--- src/rtl/spi_sensor_sequencer_if.sv ---
// Register port between the sensor sequencer (master) and the SPI peripheral (slave).
interface spi_sensor_sequencer_if #(
    parameter int unsigned N = 32
);
    logic         wr_o;
    logic         reg_sel_o;
    logic [N-1:0] addr_o;
    logic [N-1:0] wdata_o;
    logic [N-1:0] rd_data_i;

    modport master (output wr_o, reg_sel_o, addr_o, wdata_o, input rd_data_i);
    modport slave  (input wr_o, reg_sel_o, addr_o, wdata_o, output rd_data_i);
endinterface

--- src/rtl/spi_sensor_sequencer.sv ---
// SPI sensor sequencer: launches an NBYTES transfer, polls for completion, reads the
// received bytes from data RAM and assembles them into one sample word (byte 0 in MSBs).
// Optional macro AUTO_SAMPLE_EN adds a free-running PERIOD counter that issues start pulses.
module spi_sensor_sequencer #(
    parameter int unsigned N       = 32,
    parameter int unsigned NBYTES  = 2,
    parameter int unsigned RD_LAT  = 1,
    parameter int unsigned TIMEOUT = 4096,
    parameter int unsigned PERIOD  = 100000
) (
    input  logic                  clk,
    input  logic                  rst,
    input  logic                  start_i,
    output logic                  busy_o,
    output logic [8*NBYTES-1:0]   sample_o,
    output logic                  sample_valid_o,
    output logic                  err_o,
    spi_sensor_sequencer_if.master bus
);

    localparam int unsigned SW = 8 * NBYTES;
    localparam int unsigned TW = $clog2(TIMEOUT);
    localparam int unsigned LW = 2;
    localparam int unsigned KW = 2;
    localparam logic [N-1:0] CTRL_WORD = N'(((NBYTES - 1) << 4) | 5);

    typedef enum logic [2:0] {
        S_IDLE,
        S_LAUNCH,
        S_SETTLE,
        S_BUSY,
        S_READ,
        S_DONE,
        S_ABORT
    } state_t;

    state_t          state_q, state_d;
    logic [LW-1:0]   lat_q, lat_d;
    logic [KW-1:0]   k_q, k_d;
    logic [TW-1:0]   tmo_q, tmo_d;
    logic [SW-1:0]   shreg_q, shreg_d;
    logic [SW-1:0]   sample_d;
    logic            busy_d, valid_d, err_d, wr_d, reg_sel_d;
    logic [N-1:0]    addr_d, wdata_d;
    logic            start_req;
    logic            unused_c;

    // Upper read-data bits carry nothing the sequencer needs.
    assign unused_c = ^{bus.rd_data_i[N-1:8], 32'(PERIOD)};

`ifdef AUTO_SAMPLE_EN
    localparam int unsigned PW = $clog2(PERIOD);
    logic [PW-1:0] per_q;
    logic          auto_pulse_c;

    assign auto_pulse_c = (per_q == PW'(PERIOD - 1));
    assign start_req    = start_i | auto_pulse_c;

    // Free-running sample interval counter; a pulse landing while busy is simply lost.
    always_ff @(posedge clk) begin
        if (rst) begin
            per_q <= '0;
        end else if (auto_pulse_c) begin
            per_q <= '0;
        end else begin
            per_q <= per_q + PW'(1);
        end
    end
`else
    assign start_req = start_i;
`endif

    // Next-state and next-output logic; outputs are registered so they track the state.
    always_comb begin
        state_d   = state_q;
        lat_d     = lat_q;
        k_d       = k_q;
        tmo_d     = tmo_q;
        shreg_d   = shreg_q;
        sample_d  = sample_o;
        valid_d   = 1'b0;
        err_d     = 1'b0;
        wr_d      = 1'b0;
        reg_sel_d = 1'b0;
        addr_d    = '0;
        wdata_d   = '0;

        case (state_q)
            S_IDLE: begin
                if (start_req) begin
                    state_d = S_LAUNCH;
                    wr_d    = 1'b1;
                    wdata_d = CTRL_WORD;
                end
            end
            S_LAUNCH: begin
                state_d = S_SETTLE;
                lat_d   = '0;
            end
            S_SETTLE: begin
                if (lat_q == LW'(RD_LAT)) begin
                    state_d = S_BUSY;
                    tmo_d   = '0;
                end else begin
                    lat_d = lat_q + LW'(1);
                end
            end
            S_BUSY: begin
                if (!bus.rd_data_i[0]) begin
                    state_d   = S_READ;
                    k_d       = '0;
                    lat_d     = '0;
                    reg_sel_d = 1'b1;
                end else if (tmo_q == TW'(TIMEOUT - 1)) begin
                    state_d = S_ABORT;
                    wr_d    = 1'b1;
                    err_d   = 1'b1;
                end else begin
                    tmo_d = tmo_q + TW'(1);
                end
            end
            S_READ: begin
                reg_sel_d = 1'b1;
                addr_d    = N'(k_q);
                if (lat_q == LW'(RD_LAT)) begin
                    for (int unsigned b = 0; b < NBYTES; b++) begin
                        if (k_q == KW'(b)) begin
                            shreg_d[8*(NBYTES-1-b) +: 8] = bus.rd_data_i[7:0];
                        end
                    end
                    lat_d = '0;
                    if (k_q == KW'(NBYTES - 1)) begin
                        state_d   = S_DONE;
                        reg_sel_d = 1'b0;
                        addr_d    = '0;
                        valid_d   = 1'b1;
                        sample_d  = shreg_d;
                    end else begin
                        k_d    = k_q + KW'(1);
                        addr_d = N'(k_d);
                    end
                end else begin
                    lat_d = lat_q + LW'(1);
                end
            end
            S_DONE:  state_d = S_IDLE;
            S_ABORT: state_d = S_IDLE;
            default: state_d = S_IDLE;
        endcase

        busy_d = (state_d != S_IDLE);
    end

    // State, counters and registered outputs.
    always_ff @(posedge clk) begin
        if (rst) begin
            state_q        <= S_IDLE;
            lat_q          <= '0;
            k_q            <= '0;
            tmo_q          <= '0;
            shreg_q        <= '0;
            busy_o         <= 1'b0;
            sample_o       <= '0;
            sample_valid_o <= 1'b0;
            err_o          <= 1'b0;
            bus.wr_o       <= 1'b0;
            bus.reg_sel_o  <= 1'b0;
            bus.addr_o     <= '0;
            bus.wdata_o    <= '0;
        end else begin
            state_q        <= state_d;
            lat_q          <= lat_d;
            k_q            <= k_d;
            tmo_q          <= tmo_d;
            shreg_q        <= shreg_d;
            busy_o         <= busy_d;
            sample_o       <= sample_d;
            sample_valid_o <= valid_d;
            err_o          <= err_d;
            bus.wr_o       <= wr_d;
            bus.reg_sel_o  <= reg_sel_d;
            bus.addr_o     <= addr_d;
            bus.wdata_o    <= wdata_d;
        end
    end

endmodule
--- src/flat_wrapper.sv ---
// flat-port wrapper written by rule: the top's interface ports become plain ports
module spi_sensor_sequencer_flat 
#(
    parameter int unsigned N       = 32,
    parameter int unsigned NBYTES  = 2,
    parameter int unsigned RD_LAT  = 1,
    parameter int unsigned TIMEOUT = 4096,
    parameter int unsigned PERIOD  = 100000
)
  (clk, rst, start_i, busy_o, sample_o, sample_valid_o, err_o, bus_wr_o, bus_reg_sel_o, bus_addr_o, bus_wdata_o, bus_rd_data_i);
  spi_sensor_sequencer_if #(.N(N)) bus_i ();
  input  logic clk;
  input  logic rst;
  input  logic start_i;
  output logic busy_o;
  output logic [8*NBYTES-1:0] sample_o;
  output logic sample_valid_o;
  output logic err_o;
  output wire logic [$bits(bus_i.wr_o)-1:0] bus_wr_o;
  output wire logic [$bits(bus_i.reg_sel_o)-1:0] bus_reg_sel_o;
  output wire logic [$bits(bus_i.addr_o)-1:0] bus_addr_o;
  output wire logic [$bits(bus_i.wdata_o)-1:0] bus_wdata_o;
  input wire logic [$bits(bus_i.rd_data_i)-1:0] bus_rd_data_i;
  assign bus_wr_o = bus_i.wr_o;
  assign bus_reg_sel_o = bus_i.reg_sel_o;
  assign bus_addr_o = bus_i.addr_o;
  assign bus_wdata_o = bus_i.wdata_o;
  assign bus_i.rd_data_i = bus_rd_data_i;
  spi_sensor_sequencer #(.N(N), .NBYTES(NBYTES), .RD_LAT(RD_LAT), .TIMEOUT(TIMEOUT), .PERIOD(PERIOD)) u_core (.clk(clk), .rst(rst), .start_i(start_i), .busy_o(busy_o), .sample_o(sample_o), .sample_valid_o(sample_valid_o), .err_o(err_o), .bus(bus_i));
endmodule
--- config.mk ---
export PLATFORM = sky130hd
export DESIGN_NAME = spi_sensor_sequencer_flat
export DESIGN_NICKNAME = d
export VERILOG_FILES = /design/src/rtl/spi_sensor_sequencer_if.sv /design/src/rtl/spi_sensor_sequencer.sv /design/src/flat_wrapper.sv
export SDC_FILE = /design/constraint.sdc
export NUM_CORES = 1
export LEC_CHECK = 0
export ABC_AREA = 0
export ABC_CLOCK_PERIOD_IN_PS = 2100
export BUFFER_PORTS_ARGS = -buffer_cell sky130_fd_sc_hd__buf_4
export CORE_ASPECT_RATIO = 1.25
export CORE_MARGIN = 4
export CORE_UTILIZATION = 45
export DETAILED_ROUTE_END_ITERATION = 8
export PLACE_DENSITY = 0.78
export SETUP_SLACK_MARGIN = 0.1
export SLEW_MARGIN = 20
export SYNTH_ARGS = -nofsm -noshare
export SYNTH_HDL_FRONTEND = slang
export SYNTH_SLANG_ARGS = --single-unit
--- constraint.sdc ---
create_clock -name clk -period 2.1 [get_ports clk]
set_clock_uncertainty 0.15 [all_clocks]
set_input_delay 0.21 -clock clk [delete_from_list [all_inputs] [get_ports clk]]
set_output_delay 0.21 -clock clk [all_outputs]
set_load 0.005 [all_outputs]
==> metrics, run 1 <==
status complete, no violations; final worst path period share 88.5%; cell with the most instances after synthesis buf_4; area of the multi-input gates 0.00143 mm^2; Clk Latency, worst-skew pair just over 0.3 ns; RSZ-0062 raised after global routing true; drt pass-1 iters 4; EDFF count, synth 0; core area between 0.006 and 0.007 mm^2; # hold bufs at CTS 0; max-slew violation count 0; die area 0.00764 mm^2; vias in the first global route 2038; Root Driver clkbuf_8; Num CTS Buffers 5; clock sink total a little over 50; hpwl dp 4110 um; worst r2r path cells 5; GP Congestion between 0.8 and 0.9; endpoints failing hold 0; Yosys top cell area share 36.0%; element type at the critical path end register; post-synth top area cell dfxtp_1; synthesized area 0.00283 mm^2; Die Y 96.7 um; clock buffer depth 2; Via density 5.04; worst path arrival time ~1.9 ns; critical path peak fanout 13; worst path required time 2.13 ns; Vias 2254; register area share after synthesis between 30 and 40%; flop2flop setup slack 0.24 ns; largest net degree at the start of global routing 46; Hold Crit Start bus_rd_data_i[6]; hold depth 3; Clk pin slew, worst setup/hold paths 0.10 ns; count of cell types in the netlist just over 60; Max IR drop VDD 600 uV; Synth top cells by count buf_4, dfxtp_1, nand2_1; initial antenna violation count 0; area delta synth->final 9.94%; PD cells 639 mW/mm^2; final net count between 400 and 500; Congestion Overflow GR 0; starting density of the core 46.2%; crit start category register; reg2reg end u_core.shreg_q[10]$_SDFFE_PP0P_; Leakage Power 0.00133 uW; Cells after Synth about 330; Synth area leaders dfxtp_1, buf_4, mux2i_1; HP Class in -> reg; Async SR Flop Fraction 0%; r2r startpoint u_core.state_q[2]$_SDFF_PP0_; H-tree depth 2; layout cells sized above 1 17.7%; WL per Instance roughly 13 um; Seq. cell area 0.00102 mm^2; # rows 32; WS Path Type reg -> reg; Final Critical Period 1.86 ns; Hold Path End u_core.sample_o[6]$_SDFFE_PP0P_; Achievable Freq 0.538 GHz; Iteration-0 DRC Markers 122; Layout fillers about 590; number of port buffers 36; total wire length between 5000 and 6000 um; Routed Antenna Nets 0; syn avg cell area between 8 and 9 um^2; placed cell areas about 0.0030 mm^2; post-route cell area 0.00311 mm^2; Util after Layout between 50 and 60%; final setup TNS 0 ns; drt drc 0; Placed Cells 437; Antenna diodes 0; non-filler instance count after layout between 400 and 500; final-report setup violation count 0; chip width 79.0 um; Ys Warns 0; first-pass GRT wire length 8960 um; max-capacitance violation count 0; top_reg_cell synth dfxtp_1; CTS tree built; I/O Pins 120; Global Route Usage Sum 14.3%; Synth Register Bits 51
[worst max-delay path by stage]
stage / start / endpoint / slack, ns
CTS: u_core.tmo_q[7]$_SDFFE_PP0P_ / u_core.state_q[2]$_SDFF_PP0_ / 0.23
floorplan: u_core.k_q[0]$_SDFFE_PP0P_ / u_core.shreg_q[15]$_SDFFE_PP0P_ / 0.24
finish: u_core.state_q[2]$_SDFF_PP0_ / u_core.shreg_q[10]$_SDFFE_PP0P_ / 0.24
global placement: u_core.state_q[0]$_SDFF_PP0_ / u_core.sample_o[3]$_SDFFE_PP0P_ / 0.34
global route: u_core.state_q[2]$_SDFF_PP0_ / u_core.sample_o[7]$_SDFFE_PP0P_ / 0.1
detailed placement: u_core.state_q[2]$_SDFF_PP0_ / u_core.sample_o[10]$_SDFFE_PP0P_ / 0.26
[metrics by stage]
step / total power [uW] / worst slack, ns / hold slack, ns
2_1_floorplan: 1200 / 0.239 / 0.196
3_3_place_gp: 1170 / 0.338 / 0.295
3_5_place_dp: 1180 / 0.259 / 0.300
4_1_cts: 2000 / 0.231 / 0.00166
5_1_grt: 2060 / 0.0988 / 0.0105
6_report: 1990 / 0.241 / 0.00422
[cell families after synthesis]
group | synth area share, %
xor+xnor | 0.309
fa+ha+maj | 2.65
compound gates | 12.7
other cells | 0.132
flops | 36.0
buf+inv | 21.1
simple gates | 19.6
mux | 7.46
[where the power goes]
group | total [uW] | leakage (uW) | switching, uW | internal, uW
Combinational | 168 | 0.000847 | 106 | 62.2
Clock | 833 | 0.0000703 | 349 | 484
Sequential | 990 | 0.000412 | 11.9 | 978
[flip-flops by register name (all words and copies together) (netlist names)]
register	flops
u_core.bus.wr_o	1
u_core.busy_o	1
u_core.bus.reg_sel_o	1
u_core.k_q	2
u_core.tmo_q	12
u_core.bus.addr_o	2
u_core.err_o	1
u_core.sample_o	16
u_core.lat_q	2
u_core.state_q	3
u_core.sample_valid_o	1
u_core.bus.wdata_o	1
u_core.shreg_q	8
[per-layer routing]
layer	GRT usage (%)	wire length (um)	up-vias
met1	15.6	2200	1086
met5	0	0	-
met4	4.37	78	0
li1	-	-	1077
met3	4.19	465	8
met2	26.0	3010	83
[critical path: stages, from the launching register on]
cell     delay [ns]
dfxtp_1        0.57
nor3b_2        0.37
and3_1         0.20
buf_4          0.20
mux2i_1        0.20
nor2_1         0.05
[cell type report]
type,instances,area share [%]
Clock inverter,3,2.29
Inverter,13,1.57
Tap cell,85,3.42
Sequential cell,51,32.8
Timing Repair Buffer,47,11.7
Multi-Input combinational cell,243,46.0
Clock buffer,5,2.21
[what timing repair did]
item	in CTS	in global routing
endpoints found under the setup margin	0	6
buffers inserted	0	2
endpoints found under the hold margin	0	0
gates resized for setup	0	0
[layout by cell type (no fill, tap or decap), drive strengths merged, types with 2 or more instances in the layout]
cell type,n
a211o,2
a211oi,8
a21oi,20
a31o,2
and3,3
buf,47
bufinv,2
clkbuf,5
conb,59
dfxtp,51
ha,6
inv,14
mux2i,20
nand2,28
nand3,9
nand4,2
nor2,26
nor2b,2
nor3,7
nor3b,2
nor4,4
o21ai,6
o31ai,3
or3,7
or4,2
Note: power is estimated with default switching activity, not from simulation.
==> run 2: changes to the inputs <==
CORE_ASPECT_RATIO = 1.5   (was 1.25)
==> run 2 against run 1 <==
- power fell by 0.49%
- die area rose by 0.24%
- critical path depth fell by 1
- sequential cell count did not move
- clock power fell by 2%
- combinational power rose by 3%
- worst setup slack improved by 0.030 ns
- sequential power barely moved
- final cell count fell by 1.3%
- clock-buffer cell count did not move
- global-route usage barely moved
- critical path type unchanged
- critical endpoint is now u_core.sample_o[0]$_SDFFE_PP0P_
==> metrics, run 2 (synthesis results as in run 1) <==
# rows 35 (was 32); endpoints failing hold 0 (unchanged); RSZ-0062 raised after global routing false (was true); drt pass-1 iters 4 (unchanged); WL per Instance 12.3 um (was 12.9 um); chip width 72.8 um (was 79.0 um); biggest regs u_core.sample_o: 16 flops, u_core.tmo_q: 12 flops, u_core.shreg_q: 8 flops (unchanged); Global Route Usage Sum 14.3% (about the same); crit-path cells nor3b_2 -> nand3_1 -> nand2_1 -> a21oi_1 (was nor3b_2 -> and3_1 -> buf_4 -> mux2i_1 -> nor2_1); largest net degree at the start of global routing 46 (unchanged); Clk Latency, worst-skew pair 0.31 ns (about the same); total wire length 5440 um (was 5750 um); layout cells sized above 1 17.2% (was 17.7%); HP Class in -> reg (unchanged); Root Driver clkbuf_8 (unchanged); critical path's top delay family simple AND/OR/NAND/NOR gates (unchanged); Congestion Overflow GR 0 (unchanged); flop2flop setup slack 0.27 ns (was 0.24 ns); max-slew violation count 0 (unchanged); Num CTS Buffers 5 (unchanged); Die Y 105 um (was 96.7 um); Routed Antenna Nets 0 (unchanged); CTS tree built (unchanged); CP peak stage delay 0.54 ns (was 0.57 ns); starting density of the core 46.2% (about the same); PD cells 627 mW/mm^2 (was 639 mW/mm^2); Via density 4.90 (was 5.04); Vias 2163 (was 2254); core area 0.00613 mm^2 (about the same); die area 0.00765 mm^2 (was 0.00764 mm^2); I/O Pins 120 (unchanged); critical path peak fanout 13 (unchanged); post-route cell area 0.00316 mm^2 (was 0.00311 mm^2); worst path bufs/invs 0 (was 1); Biggest register u_core.sample_o (unchanged); initial antenna violation count 0 (unchanged); WS Path Type reg -> reg (unchanged); Antenna diodes 0 (unchanged); Leakage Power 0.00135 uW (was 0.00133 uW); H-tree depth 2 (unchanged); Critical Path Slowest Stage Cell dfxtp_1 (unchanged); number of port buffers 36 (unchanged); clock sink total 51 (unchanged); clock buffer depth 2 (unchanged); Max IR drop VDD 678 uV (was 600 uV); first-pass GRT wire length 8810 um (was 8960 um); final setup TNS 0 ns (unchanged); number of flip-flops in the largest register 16 (unchanged); final net count 407 (was 402); drt drc 0 (unchanged); worst path arrival time 1.86 ns (was 1.89 ns); element type at the critical path end register (unchanged); crit start category register (unchanged); final-report setup violation count 0 (unchanged); final worst path period share 87.1% (was 88.5%); Clk pin slew, worst setup/hold paths 0.10 ns (about the same); Iteration-0 DRC Markers 68 (was 122); most frequent cells in the layout conb_1, dfxtp_1, buf_4, nand2_1, nor2_1 (unchanged); commonest non-fill, non-tap cell in the layout conb_1 (unchanged); Achievable Freq 0.547 GHz (was 0.538 GHz); GP Congestion 0.839 (was 0.811); area delta synth->final 11.6% (was 9.94%); status complete, no violations (unchanged); hpwl dp 4030 um (was 4110 um); worst path required time 2.13 ns (about the same); Final Critical Period 1.83 ns (was 1.86 ns); vias in the first global route 2030 (was 2038); max-capacitance violation count 0 (unchanged); placed cell areas 0.00294 mm^2 (was 0.00296 mm^2)
-- run 2: changes by cell type in the layout (fill, tap and decap cells not counted), sizes merged --
cell,previous run,this run
buf,47,45
dlygate4sd3,0,7
-- run 2: worst paths after layout --
check	start	endpoint	cells after the start
min	bus_rd_data_i[0]	u_core.shreg_q[8]$_SDFFE_PP0P_	3
max	u_core.state_q[2]$_SDFF_PP0_	u_core.sample_o[0]$_SDFFE_PP0P_	4
min reg2reg	u_core.sample_o[2]$_SDFFE_PP0P_	u_core.sample_o[2]$_SDFFE_PP0P_	2
max reg2reg	u_core.state_q[2]$_SDFF_PP0_	u_core.sample_o[0]$_SDFFE_PP0P_	4
-- run 2: per-stage QoR --
stage	util [%]	power [uW]	worst slack, ns	hold slack, ns	std cells
finish	51.6	1980	0.270	0.0741	441
CTS	51.3	2000	0.187	0.0422	440
floorplan	-	1200	0.239	0.196	386
global route	51.6	2060	0.136	0.0915	441
global placement	47.9	1170	0.211	0.295	425
detailed placement	47.9	1170	0.207	0.299	425
-- run 2: report_power, final --
part,switching [uW],internal [uW],total [uW]
registers,12.1,978,990
clock network,335,483,818
logic,103,70.5,173
-- run 2: routing by layer --
metal	track usage (%)	routed length (um)	vias to the layer above
li1	-	-	1083
met1	14.7	2030	994
met2	26.3	2910	79
met3	4.04	424	7
met4	5.41	70	0
met5	0	0	-
-- run 2: worst reg2reg max path: stages (launching register included) --
cell and delay (ns):
dfxtp_1 0.54, nor3b_2 0.35, nand3_1 0.38, nand2_1 0.19, a21oi_1 0.09
-- run 2: cell type report --
type / count / area (um^2)
Fill cell: 563 / 2970
Multi-Input combinational cell: 243 / 1440
Sequential cell: 51 / 1020
Timing Repair Buffer: 52 / 420
Tap cell: 74 / 92.6
Clock inverter: 3 / 71.3
Clock buffer: 5 / 68.8
Inverter: 13 / 48.8
-- run 2: timing repair --
action | CTS | global route
setup buffers | 0 | 1
hold endpoints to repair | 11 | 0
resized for setup | 0 | 1
setup endpoints to repair | 0 | 7
hold buffers | 7 | 0
==> run 3: changes to the inputs <==
CORE_UTILIZATION = 30   (was 45)
PLACE_DENSITY = 0.56   (was 0.78)
==> run 3 against run 2 <==
- combinational power is 3% lower
- sequential cell count stayed put
- critical path depth stayed put
- clock-buffer cell count is 1 higher
- sequential power hardly changed
- clock power is 2.7% higher
- non-clock buffer count is 5 lower
- wire length is 4.3% higher
- largest power group unchanged
- die area is 45% higher
==> metrics, run 3 (synthesis results as in run 1) <==
status complete, no violations (unchanged); H-tree depth 2 (unchanged); sw frac 24.0% (was 22.7%); clock power share 42.1% (was 41.3%); WL per Instance 12.0 um (was 12.3 um); core area 0.00925 mm^2 (was 0.00613 mm^2); max-capacitance violation count 0 (unchanged); Leakage Power 0.00133 uW (was 0.00135 uW); Routed Antenna Nets 0 (unchanged); worst r2r path cells 4 (unchanged); total wire length 5670 um (was 5440 um); Hold Path End u_core.shreg_q[15]$_SDFFE_PP0P_ (was u_core.shreg_q[8]$_SDFFE_PP0P_); Iteration-0 DRC Markers 59 (was 68); met3 WL post-DR 422 um (was 424 um); crit-path cells nand4b_1 -> or3_4 -> nor3_1 -> mux2i_1 (was nor3b_2 -> nand3_1 -> nand2_1 -> a21oi_1); number of port buffers 36 (unchanged); worst path required time 2.17 ns (was 2.13 ns); GP Congestion 0.772 (was 0.839); CP startpoint u_core.state_q[2]$_SDFF_PP0_ (unchanged); reg2reg end u_core.tmo_q[9]$_SDFFE_PP0P_ (was u_core.sample_o[0]$_SDFFE_PP0P_); final setup TNS 0 ns (unchanged); Global Route Usage Sum 9.96% (was 14.3%); biggest regs u_core.sample_o: 16 flops, u_core.tmo_q: 12 flops, u_core.shreg_q: 8 flops (unchanged); die area 0.0111 mm^2 (was 0.00765 mm^2); element type at the critical path end register (unchanged); worst path arrival time 1.93 ns (was 1.86 ns); Antenna diodes 0 (unchanged); r2r startpoint u_core.state_q[2]$_SDFF_PP0_ (unchanged); # hold bufs at CTS 0 (was 7); HP Class in -> reg (unchanged); Num CTS Buffers 5 (unchanged); critical path's top delay family simple AND/OR/NAND/NOR gates (unchanged); worst path bufs/invs 0 (unchanged); # rows 43 (was 35); I/O Pins 120 (unchanged); starting density of the core 30.6% (was 46.2%); Layout fillers 986 (was 563); clock buffer depth 2 (unchanged); Power Total 2000 uW (was 1980 uW); chip width 87.3 um (was 72.8 um); hpwl dp 4220 um (was 4030 um); number of flip-flops in the largest register 16 (unchanged); Seq. cell area 0.00102 mm^2 (unchanged); Congestion Overflow GR 0 (unchanged); most frequent cells in the layout conb_1, dfxtp_1, buf_4, nand2_1, nor2_1 (unchanged); clock sink total 51 (unchanged); Die Y 127 um (was 105 um); initial antenna violation count 0 (unchanged); critical path peak fanout 13 (unchanged); Max IR drop VDD 603 uV (was 678 uV); Root Driver clkbuf_16 (was clkbuf_8); final net count 402 (was 407); Placed Cells 465 (was 425); Critical Path Slowest Stage Cell or3_4 (was dfxtp_1); P_int 1520 uW (was 1530 uW); hold depth 3 (unchanged); max-slew violation count 0 (unchanged); Comb pwr share 8.4% (was 8.7%); Achievable Freq 0.539 GHz (was 0.547 GHz); CTS tree built (unchanged); sequential power share 49.6% (was 50.0%); largest net degree at the start of global routing 46 (unchanged); area of the multi-input gates 0.00144 mm^2 (unchanged); drt drc 0 (unchanged); placed cell areas 0.00300 mm^2 (was 0.00294 mm^2); WL met1 2220 um (was 2030 um); endpoints failing hold 0 (unchanged); Vias 2154 (was 2163); crit start category register (unchanged); top routing layer used met4 (unchanged); commonest non-fill, non-tap cell in the layout conb_1 (unchanged); non-filler instance count after layout 474 (was 441); Biggest register u_core.sample_o (unchanged); drt pass-1 iters 4 (unchanged); Final Critical Period 1.86 ns (was 1.83 ns); Hold Crit Start bus_rd_data_i[7] (was bus_rd_data_i[0]); area delta synth->final 11.8% (was 11.6%); layout cells sized above 1 18.0% (was 17.2%); Via density 4.54 (was 4.90); Net Switching 478 uW (was 450 uW); vias in the first global route 1939 (was 2030); met2 routed WL 2970 um (was 2910 um); final-report setup violation count 0 (unchanged); flop2flop setup slack 0.24 ns (was 0.27 ns); CP peak stage delay 0.44 ns (was 0.54 ns); first-pass GRT wire length 8940 um (was 8810 um); Clk pin slew, worst setup/hold paths 0.07 ns (was 0.10 ns); final worst path period share 88.4% (was 87.1%); PD cells 630 mW/mm^2 (was 627 mW/mm^2); RSZ-0062 raised after global routing false (unchanged); WS Path Type reg -> reg (unchanged); Clk Latency, worst-skew pair 0.29 ns (was 0.31 ns); post-route cell area 0.00317 mm^2 (was 0.00316 mm^2)
## run 3: stage by stage
stage / setup WS (ns) / hold slack (ns) / utilization [%]
final: 0.243 / 0.0209 / 34.2
after global routing: 0.139 / 0.0328 / 34.2
after CTS: 0.151 / 0.0154 / 34.1
after detailed placement: 0.162 / 0.300 / 32.4
after global placement: 0.190 / 0.296 / 32.4
after floorplan: 0.239 / 0.196 / -
## run 3: cell type report
type / instances / share of cell area [%]
sequential: 51 / 32.2
multi-input combinational: 243 / 45.4
inverter: 13 / 1.54
tap: 112 / 4.42
timing repair buffer: 47 / 11.5
clock inverter: 2 / 0.513
clock buffer: 6 / 4.38
## run 3: worst max path at each step
stage	to	slack (ns)	cells past startpoint
after global placement	u_core.tmo_q[1]$_SDFFE_PP0P_	0.19	5
final	u_core.tmo_q[9]$_SDFFE_PP0P_	0.24	4
after detailed placement	u_core.tmo_q[1]$_SDFFE_PP0P_	0.16	5
after CTS	u_core.tmo_q[1]$_SDFFE_PP0P_	0.15	5
after floorplan	u_core.shreg_q[15]$_SDFFE_PP0P_	0.24	7
after global routing	u_core.shreg_q[10]$_SDFFE_PP0P_	0.14	5
## run 3: what timing repair did
item,in CTS,in global routing
setup buffers,0,1
gates resized for setup,0,1
endpoints found under the hold margin,0,0
endpoints found under the setup margin,0,10
## run 3: power groups by stage
stage | Sequential [uW] | Clock, uW | Combinational, uW
global route | 991 | 906 | 189
detailed placement | 1010 | 0 | 166
finish | 990 | 840 | 167
CTS | 989 | 868 | 166
global placement | 1010 | 0 | 165
floorplan | 1010 | 0 | 193
## run 3: routing by layer
metal,up-vias,GRT usage (%)
met5,-,0
met4,0,3.79
met3,4,2.97
met2,77,18.2
met1,1001,10.5
li1,1072,-
## run 3: worst register-to-register path: stages (launching register included)
cell      delay (ns)
dfxtp_1         0.41
nand4b_1        0.24
or3_4           0.44
nor3_1          0.33
mux2i_1         0.22
